--- src/rtl/led_pkg.sv ---
// Shared definitions for the LED pattern generator: mode encodings and config field widths.
package led_pkg;

    localparam int unsigned CFG_CH_W = 4;
    localparam int unsigned MODE_W   = 2;

    localparam logic [MODE_W-1:0] MODE_OFF   = 2'd0;
    localparam logic [MODE_W-1:0] MODE_ON    = 2'd1;
    localparam logic [MODE_W-1:0] MODE_BLINK = 2'd2;
    localparam logic [MODE_W-1:0] MODE_PWM   = 2'd3;

    // Modes that run the period counter.
    function automatic logic is_counting_mode(input logic [MODE_W-1:0] mode);
        return (mode == MODE_BLINK) || (mode == MODE_PWM);
    endfunction

endpackage

--- src/rtl/led_channel.sv ---
// One LED channel: shadow/active config, period counter, boundary commit and registered LED flop.
module led_channel
    import led_pkg::*;
#(
    parameter int unsigned CNT_W      = 32,
    parameter int unsigned DEF_PERIOD = 25000000
) (
    input  logic              clk,
    input  logic              rst,
    input  logic              enable,
    input  logic              wr,
    input  logic [MODE_W-1:0] cfg_mode,
    input  logic [CNT_W-1:0]  cfg_period,
    input  logic [CNT_W-1:0]  cfg_duty,
    output logic              pending,
    output logic              led
);

    logic [MODE_W-1:0] r_sh_mode;
    logic [CNT_W-1:0]  r_sh_period;
    logic [CNT_W-1:0]  r_sh_duty;
    logic              r_pending;
    logic [MODE_W-1:0] r_mode;
    logic [CNT_W-1:0]  r_period;
    logic [CNT_W-1:0]  r_duty;
    logic [CNT_W-1:0]  r_cnt;
    logic              r_led;

    logic              w_run;
    logic [CNT_W-1:0]  w_last;
    logic              w_wrap;
    logic              w_commit;
    logic [MODE_W-1:0] w_mode_nxt;
    logic [CNT_W-1:0]  w_duty_nxt;
    logic [CNT_W-1:0]  w_cnt_nxt;
    logic              w_led_nxt;

    // Counter position, boundary detection and commit decision.
    always_comb begin
        w_run      = enable && is_counting_mode(r_mode);
        w_last     = (r_period == '0) ? '0 : (r_period - CNT_W'(1));
        w_wrap     = w_run && (r_cnt >= w_last);
        w_commit   = r_pending && (!w_run || w_wrap);
        w_mode_nxt = w_commit ? r_sh_mode : r_mode;
        w_duty_nxt = w_commit ? r_sh_duty : r_duty;
        w_cnt_nxt  = '0;
        if (!w_commit && w_run && !w_wrap) begin
            w_cnt_nxt = r_cnt + CNT_W'(1);
        end
    end

    // LED next value; a BLINK->BLINK commit only happens on a wrap, so it keeps toggling.
    always_comb begin
        w_led_nxt = 1'b0;
        if (enable) begin
            case (w_mode_nxt)
                MODE_OFF:   w_led_nxt = 1'b0;
                MODE_ON:    w_led_nxt = 1'b1;
                MODE_BLINK: begin
                    if (w_commit && (r_mode != MODE_BLINK)) begin
                        w_led_nxt = 1'b0;
                    end else if (w_wrap) begin
                        w_led_nxt = ~r_led;
                    end else begin
                        w_led_nxt = r_led;
                    end
                end
                default:    w_led_nxt = (w_cnt_nxt < w_duty_nxt);
            endcase
        end
    end

    always_ff @(posedge clk or negedge rst) begin
        if (!rst) begin
            r_sh_mode   <= MODE_OFF;
            r_sh_period <= CNT_W'(DEF_PERIOD);
            r_sh_duty   <= '0;
            r_pending   <= 1'b0;
            r_mode      <= MODE_OFF;
            r_period    <= CNT_W'(DEF_PERIOD);
            r_duty      <= '0;
            r_cnt       <= '0;
            r_led       <= 1'b0;
        end else begin
            if (w_commit) begin
                r_mode   <= r_sh_mode;
                r_period <= r_sh_period;
                r_duty   <= r_sh_duty;
            end
            // A write on the commit edge stays pending for the next boundary.
            if (wr) begin
                r_sh_mode   <= cfg_mode;
                r_sh_period <= cfg_period;
                r_sh_duty   <= cfg_duty;
                r_pending   <= 1'b1;
            end else if (w_commit) begin
                r_pending <= 1'b0;
            end
            r_cnt <= w_cnt_nxt;
            r_led <= w_led_nxt;
        end
    end

    assign pending = r_pending;
    assign led     = r_led;

endmodule

--- src/rtl/led_pattern_gen.sv ---
// Multi-channel LED driver: decodes config writes into per-channel strobes and flags out-of-range targets.
module led_pattern_gen
    import led_pkg::*;
#(
    parameter int unsigned N_CH       = 4,
    parameter int unsigned CNT_W      = 32,
    parameter int unsigned DEF_PERIOD = 25000000
) (
    input  logic                clk,
    input  logic                rst,
    input  logic [N_CH-1:0]     enable,
    input  logic                cfg_wr,
    input  logic [CFG_CH_W-1:0] cfg_ch,
    input  logic [MODE_W-1:0]   cfg_mode,
    input  logic [CNT_W-1:0]    cfg_period,
    input  logic [CNT_W-1:0]    cfg_duty,
    output logic                cfg_err,
    output logic [N_CH-1:0]     pending,
    output logic [N_CH-1:0]     led
);

    localparam int unsigned CH_CMP_W = CFG_CH_W + 1;

    logic r_cfg_err;
    logic w_ch_bad;

    // Extra bit keeps the range check meaningful even when N_CH covers every index.
    assign w_ch_bad = ({1'b0, cfg_ch} >= CH_CMP_W'(N_CH));

    always_ff @(posedge clk or negedge rst) begin
        if (!rst) begin
            r_cfg_err <= 1'b0;
        end else begin
            r_cfg_err <= cfg_wr && w_ch_bad;
        end
    end

    assign cfg_err = r_cfg_err;

    for (genvar g = 0; g < int'(N_CH); g++) begin : g_ch
        logic w_wr;
        assign w_wr = cfg_wr && (cfg_ch == CFG_CH_W'(g));

        led_channel #(
            .CNT_W      (CNT_W),
            .DEF_PERIOD (DEF_PERIOD)
        ) u_ch (
            .clk        (clk),
            .rst        (rst),
            .enable     (enable[g]),
            .wr         (w_wr),
            .cfg_mode   (cfg_mode),
            .cfg_period (cfg_period),
            .cfg_duty   (cfg_duty),
            .pending    (pending[g]),
            .led        (led[g])
        );
    end

endmodule

--- config.mk ---
export PLATFORM = sky130hd
export DESIGN_NAME = led_pattern_gen
export DESIGN_NICKNAME = d
export VERILOG_FILES = /design/src/rtl/led_pkg.sv /design/src/rtl/led_channel.sv /design/src/rtl/led_pattern_gen.sv
export SDC_FILE = /design/constraint.sdc
export NUM_CORES = 1
export LEC_CHECK = 0
export ABC_CLOCK_PERIOD_IN_PS = 7200
export BUFFER_PORTS_ARGS = -buffer_cell sky130_fd_sc_hd__buf_4
export CAP_MARGIN = 20
export CELL_PAD_IN_SITES_DETAIL_PLACEMENT = 1
export CELL_PAD_IN_SITES_GLOBAL_PLACEMENT = 1
export CORE_ASPECT_RATIO = 0.5
export CORE_MARGIN = 5
export CORE_UTILIZATION = 50
export DETAILED_ROUTE_END_ITERATION = 8
export GPL_ROUTABILITY_DRIVEN = 0
export PLACE_DENSITY_LB_ADDON = 0.1
export REMOVE_ABC_BUFFERS = 1
export SYNTH_ARGS = -nofsm -noshare
export SYNTH_HDL_FRONTEND = slang
export SYNTH_HIERARCHICAL = 1
export SYNTH_SLANG_ARGS = --single-unit
--- constraint.sdc ---
create_clock -name clk -period 7.2 [get_ports clk]
set_input_delay 1.44 -clock clk [delete_from_list [all_inputs] [get_ports clk]]
set_output_delay 1.44 -clock clk [all_outputs]
set_load 0.01 [all_outputs]
==> impl_metrics.py, run 1 <==
metrics = {
    "route": {
        "firstDrtPassIters": 5,
        "drt-vias-per-instance": 5.745,
        "wire_per_inst_um": 24.07,
        "vias": 24049,
        "antenna_left": 0,
        "drtIter0Drc": 1575,
        "drc": 0,
        "wirelength_mm": 100.7,
    },
    "global_route": {
        "antenna_found_initial": 18,
        "first_global_vias": 25410,
        "overflow": 0,
        "grt_pass1_wl_mm": 155.4,
        "grt_usage_pct": 26.66,
        "grt_max_degree": 181,
    },
    "critical_path": {
        "cp_max_fo": 29,
        "reg2regPathDepth": 24,
        "arrival_ns": 7.23,
        "cp.depth": 24,
        "setup.worst_path.start_class": "register",
        "cpMaxStageDelayCell": "or4_1",
        "crit_family": "simple AND/OR/NAND/NOR gates",
        "crit_type": "register to register",
        "cpPeakStageDelay_ns": 0.62,
        "cp-end-kind": "register",
        "cp.required_ns": 7.72,
        "crit_buf_inv": 2,
        "crit_path_cell_trace": "or4_4 > or3_1 > nor2_4 > nand3_2 > nor4_2 > xor2_1 > nand2_1 > ha_1 > nand4_1 > nor3_2 > nand2_1 > a311o_1 > a21oi_4 > buf_12 > mux2_2 > inv_1 > ha_1 > nand4_1 > or4_1 > or3_1 > nor3_1 > o311ai_0 > a32oi_1 > o22ai_1",
    },
    "clocking": {
        "cts_inserted_buffers": 60,
        "clock_latency_ns": 0.64,
        "cts.clk_slew.worst_paths_ns": 0.07,
        "htree_levels": 2,
        "root_buffer": "clkbuf_16",
        "hold_buffers": 0,
        "clock_sinks": 665,
        "cts_tree": "done",
        "clockBufferDepth": 3,
    },
    "sta": {
        "tightest_slew_ns": 1.077,
        "skew_ns": 0.02000,
        "finalSetupTns_ns": 0,
        "period_minus_slack_ns": 6.705,
        "fin_crit_sh_pct": 93.13,
        "relSlewSlack_pct": 28.22,
        "clock.fmax_mhz": 149.1,
        "setup_viol": 0,
        "timing_max_transition_violations_final": 0,
        "finalHoldViolations": 0,
    },
    "final_layout": {
        "seq_area_um2": 16760,
        "final_common_cell": "dfrtp_1",
        "finalNetCount": 3527,
        "area_delta_synth_final_pct": 11.28,
        "drive_above_1_share_pct": 24.88,
        "final_cell_mix": "dfrtp_1, mux2_2, ha_1",
        "fin_util_pct": 56.47,
        "multi_input_area_um2": 17350,
        "nFillCells": 7269,
    },
    "logic_synthesis": {
        "async_reset_ff_share_pct": 100.0,
        "yosysWarningCount": 6,
        "synth-seq-cells": 665,
        "synthFlopType": "dfrtp_1",
        "syn_avg_cell_area_um2": 11.38,
        "synth-edff-count": 0,
        "synth.yosys.seq_area_share_pct": 47.69,
        "syn_area_um2": 35140,
        "synth_cells": 3087,
        "synth_cell_type_count": 94,
    },
    "flow_run": {
        "maxCapViolCount": 0,
    },
    "floorplanning": {
        "rows": 68,
        "core_um2": 69260,
        "die_x_um": 384.9,
        "dieArea_um2": 76010,
        "die_height_um": 197.5,
        "io_pins": 86,
        "start_util_pct": 50.74,
    },
    "worst_hold_path": {
        "worstHoldPathCells": 2,
        "hold_class": "register to register",
    },
    "place": {
        "port_buffers": 85,
        "hpwl_mm": 73.04,
    },
    "power_and_ir_drop": {
        "irDropWorstVdd_uv": 186.7,
        "power_density_nw_per_um2": 313.0,
        "p_leak_uw": 0.01883,
    },
    "status": {
        "status": "complete, no violations",
    },
}
## worst paths after layout
check	start	slack [ns]	endpoint
max	g_ch[1].u_ch/r_period[3]	0.49	g_ch[1].u_ch/led
min reg2reg	g_ch[2].u_ch/r_duty[18]	0.49	g_ch[2].u_ch/r_duty[18]
max reg2reg	g_ch[1].u_ch/r_period[3]	0.49	g_ch[1].u_ch/led
max in group asynchronous	rst	4.84	g_ch[1].u_ch/r_sh_duty[31]
min in group asynchronous	rst	0.84	g_ch[0].u_ch/r_cnt[13]
min	g_ch[2].u_ch/r_duty[18]	0.49	g_ch[2].u_ch/r_duty[18]
## worst register-to-register path: stages, from the launching register on
cell and delay (ns):
dfrtp_1 0.46, or4_4 0.54, or3_1 0.50, nor2_4 0.20, nand3_2 0.13, nor4_2 0.20, xor2_1 0.19, nand2_1 0.08
ha_1 0.32, nand4_1 0.14, nor3_2 0.31, nand2_1 0.11, a311o_1 0.36, a21oi_4 0.18, buf_12 0.24, mux2_2 0.39
inv_1 0.06, ha_1 0.15, nand4_1 0.14, or4_1 0.62, or3_1 0.45, nor3_1 0.26, o311ai_0 0.18, a32oi_1 0.26
o22ai_1 0.09
## cell families (layout without fill, tap and decap cells)
| family | count (synthesis) | in the layout | share of synthesized area, % |
|---|---|---|---|
| DFF | 665 | 665 | 47.69 |
| other | 0 | 5 | 0 |
| muxes | 512 | 512 | 16.02 |
| AOI/OAI and AO/OA | 300 | 300 | 5.761 |
| xor gates and xnor gates | 222 | 222 | 5.533 |
| adders and majority gates | 264 | 264 | 9.399 |
| and+or+nand+nor | 862 | 862 | 12.50 |
| buffers and inverters | 262 | 411 | 3.097 |
## cell usage after synthesis, types with 41 or more instances
| library cell | n | area (um2) |
|---|---|---|
| xor2_1 | 135 | 1182 |
| a21o_1 | 41 | 307.8 |
| xnor2_1 | 87 | 762.0 |
| nand2_1 | 252 | 945.9 |
| o21ai_0 | 71 | 355.3 |
| nor2_1 | 215 | 807.0 |
| a21oi_1 | 89 | 445.4 |
| ha_1 | 264 | 3303 |
| nand3_1 | 76 | 380.4 |
| inv_1 | 163 | 611.8 |
| mux2i_1 | 108 | 1081 |
| nand4_1 | 57 | 356.6 |
| nor3_1 | 54 | 270.3 |
| dfrtp_1 | 569 | 14240 |
| dfstp_2 | 96 | 2522 |
| mux2_2 | 404 | 4549 |
## cell type report
type	count	share of cell area, %
antenna	5	0.03199
clock buffer	85	4.313
clock inverter	27	1.161
inverter	174	1.670
multi-input combinational	2160	44.36
sequential	665	42.86
tap	945	3.024
timing repair buffer	125	2.579
## where the power goes
group	leakage, uW	internal, uW	switching [uW]
registers	0.00835	4690	658
logic	0.00944	1480	1870
clock network	0.00104	2060	1490
## per-layer routing
metal / up-vias / GRT usage, % / share of wire, %
met4: 2 / 5.928 / 2.0
met5: - / 0 / 0.012
met3: 115 / 6.254 / 7.4
met2: 439 / 39.69 / 43
met1: 12432 / 39.67 / 48
li1: 11061 / - / -
## sequential cells by signal (all words and copies together) (netlist names)
signal                 count
g_ch.u_ch/r_cnt          128
g_ch.u_ch/r_duty         128
g_ch.u_ch/r_period       128
g_ch.u_ch/r_sh_duty      128
g_ch.u_ch/r_sh_period    128
g_ch.u_ch/r_mode           8
g_ch.u_ch/r_sh_mode        8
g_ch.u_ch/led              4
g_ch.u_ch/pending          4
cfg_err                    1
## through the flow
stage                     instances  hold WS (ns)  worst slack (ns)  cell area (um2)  total power [uW]
final                          4186        0.4897            0.4946            39110             12240
after global routing           4181        0.5107         -0.007981            39090             12980
after CTS                      4181        0.4965            0.1697            39080             12320
after detailed placement       4069        0.4794            0.2456            36940              8688
after global placement         4069        0.4654            0.4094            36940              8481
after floorplan                2999        0.4460           -0.5887            34710              7485
## repair_timing
| item | CTS | global route |
|---|---|---|
| gates resized for setup | 0 | 6 |
| setup endpoints to repair | 0 | 2 |
| setup buffers | 0 | 0 |
Power figures use the tool's default switching activity.
==> run 2: changes to the inputs <==
--- a/config.mk
+++ b/config.mk
@@ -5,14 +5,14 @@
 export SDC_FILE = /design/constraint.sdc
 export NUM_CORES = 1
 export LEC_CHECK = 0
-export ABC_CLOCK_PERIOD_IN_PS = 7200
+export ABC_CLOCK_PERIOD_IN_PS = 6130
 export BUFFER_PORTS_ARGS = -buffer_cell sky130_fd_sc_hd__buf_4
 export CAP_MARGIN = 20
 export CELL_PAD_IN_SITES_DETAIL_PLACEMENT = 1
 export CELL_PAD_IN_SITES_GLOBAL_PLACEMENT = 1
 export CORE_ASPECT_RATIO = 0.5
 export CORE_MARGIN = 5
-export CORE_UTILIZATION = 50
+export CORE_UTILIZATION = 47
 export DETAILED_ROUTE_END_ITERATION = 8
 export GPL_ROUTABILITY_DRIVEN = 0
 export PLACE_DENSITY_LB_ADDON = 0.1
==> constraint.sdc (replaced) <==
create_clock -name clk -period 6.13 [get_ports clk]
set_input_delay 1.226 -clock clk [delete_from_list [all_inputs] [get_ports clk]]
set_output_delay 1.226 -clock clk [all_outputs]
set_load 0.01 [all_outputs]
==> run 2 against run 1 <==
Effect of this change: total power up 21%; combinational power up 34%; global-route usage down 1.1 points; first-iteration DRC count down 6.1%; sequential power up 17%; register-to-register slack worse by 0.26 ns; critical endpoint is now g_ch[2].u_ch/led.
==> impl_metrics.py, run 2 (synthesis gave the netlist of run 1 again) <==
metrics = {
    "status": {
        "status": "complete, no violations",
    },
    "route": {
        "drtIter0Drc": 1479,
        "antenna_left": 0,
        "wire_per_inst_um": 23.89,
        "vias": 24357,
        "wirelength_mm": 103.5,
        "drc": 0,
        "drt-vias-per-instance": 5.624,
        "firstDrtPassIters": 5,
    },
    "global_route": {
        "met1_usage_pct": 38.52,
        "grt_use_met2_pct": 37.73,
        "antenna_found_initial": 17,
        "grt_max_degree": 162,
        "grt_usage_pct": 25.60,
        "grt_util_met3_pct": 5.571,
        "overflow": 0,
        "busiest_layer": "met1",
        "first_global_vias": 25772,
        "grt_pass1_wl_mm": 158.2,
    },
    "critical_path": {
        "cp_max_fo": 4,
        "reg2regPathDepth": 26,
        "arrival_ns": 6.42,
        "crit_type": "register to register",
        "setup.worst_path.start_class": "register",
        "critPathCapture": "g_ch[2].u_ch/led",
        "startpoint": "g_ch[2].u_ch/r_period[14]",
        "r2r-start": "g_ch[2].u_ch/r_period[14]",
        "r2r-end": "g_ch[2].u_ch/led",
        "r2r_slack_ns": 0.24,
        "cp.required_ns": 6.66,
        "cp-end-kind": "register",
    },
    "clocking": {
        "root_buffer": "clkbuf_16",
        "hold_buffers": 0,
        "clock_latency_ns": 0.65,
        "cts.clk_slew.worst_paths_ns": 0.08,
        "htree_levels": 2,
        "clock_sinks": 665,
        "cts_tree": "done",
        "clockBufferDepth": 3,
        "cts_inserted_buffers": 61,
    },
    "place": {
        "port_buffers": 85,
        "hpwl_mm": 74.64,
        "dp_cells": 4185,
    },
    "final_layout": {
        "final_cell_mix": "dfrtp_1, mux2_2, ha_1",
        "layout.cells.non_filler": 4331,
        "final_common_cell": "dfrtp_1",
        "area_delta_synth_final_pct": 16.41,
        "drive_above_1_share_pct": 30.41,
        "finalNetCount": 3642,
    },
    "sta": {
        "fin_crit_sh_pct": 96.10,
        "relSlewSlack_pct": 31.50,
        "clock.fmax_mhz": 169.8,
        "period_minus_slack_ns": 5.891,
        "setup_viol": 0,
        "skew_ns": 0.01880,
        "timing_max_transition_violations_final": 0,
        "finalHoldViolations": 0,
        "tightest_slew_ns": 1.028,
    },
    "worst_hold_path": {
        "hold_class": "register to register",
    },
    "power_and_ir_drop": {
        "p_leak_uw": 0.01955,
        "irDropWorstVdd_uv": 220.0,
        "power_uw": 14840,
        "power_density_nw_per_um2": 362.9,
    },
    "floorplanning": {
        "die_x_um": 396.7,
        "io_pins": 86,
        "dieArea_um2": 80670,
        "start_util_pct": 47.77,
        "rows": 70,
        "core_um2": 73570,
        "die_height_um": 203.4,
    },
    "flow_run": {
        "maxCapViolCount": 0,
    },
}
## run 2: power breakdown
part / total [uW] / switching (uW) / internal, uW
logic: 4490 / 2380 / 2110
registers: 6270 / 766 / 5510
clock network: 4080 / 1790 / 2290
total: 14800 / 4940 / 9900
## run 2: how the worst min path moves through the flow
| stage | startpoint | to | depth (start not counted) |
|---|---|---|---|
| 6_report | g_ch[3].u_ch/r_duty[26] | g_ch[3].u_ch/r_duty[26] | 2 |
| 5_1_grt | g_ch[2].u_ch/r_duty[25] | g_ch[2].u_ch/r_duty[25] | 1 |
| 4_1_cts | rst | g_ch[0].u_ch/r_sh_duty[7] | 1 |
| 3_5_place_dp | g_ch[3].u_ch/r_duty[26] | g_ch[3].u_ch/r_duty[26] | 2 |
| 3_3_place_gp | g_ch[3].u_ch/r_duty[16] | g_ch[3].u_ch/r_duty[16] | 2 |
| 2_1_floorplan | g_ch[1].u_ch/r_sh_period[0] | g_ch[1].u_ch/r_period[0] | 2 |
## run 2: metal layers
metal / vias up / part of all wire, %
li1: 11309 / -
met3: 126 / 7.1
met5: - / 0
met4: 0 / 2.4
met1: 12528 / 48
met2: 394 / 42
## run 2: what timing repair did
item | CTS | global route
hold endpoints to repair | 0 | 0
endpoints found under the setup margin | 3 | 4
buffers inserted | 5 | 17
pin swaps | 6 | 56
resized for setup | 21 | 144
gates cloned | 1 | 2
## run 2: critical path, cell delays in order, from the launching register on
cell and delay, ns:
dfstp_2 0.40, or3_4 0.40, nor4b_4 0.29, nor2b_4 0.19, nand2_1 0.08, or2_4 0.28, nor2_1 0.11, xor2_1 0.21
nand2_1 0.13, ha_1 0.32, nand4_1 0.13, buf_4 0.18, nor4_4 0.31, buf_4 0.18, o2bb2ai_4 0.14, o21ai_4 0.13
buf_4 0.16, mux2_2 0.22, inv_1 0.04, ha_1 0.28, nand4_1 0.16, nor4_2 0.31, buf_4 0.16, nand2_1 0.06
or3_1 0.38, o211a_1 0.21, a211o_1 0.28
## run 2: cell type report
class	count	area, um2
fillers	7645	32660
multi-input cells	2160	18090
flip-flops and latches	665	16760
repair buffers	239	2079
clock buffers	95	1817
well taps	972	1216
inverters	174	653.1
clock inverters	21	280.3
diodes	5	12.51
## run 2: metrics by stage
stage	utilization [%]	setup WS [ns]	hold WS, ns	setup TNS, ns	instance area [um2]
finish	55.61	0.2392	0.4906	0	40910
global route	55.59	-0.08211	0.5071	-0.1685	40900
CTS	54.38	0.008347	0.4780	0	40010
detailed placement	51.29	-0.2389	0.4799	-0.3560	37740
global placement	51.29	-0.02769	0.4729	-0.02769	37740
floorplan	-	-1.659	0.4460	-5.547	34710
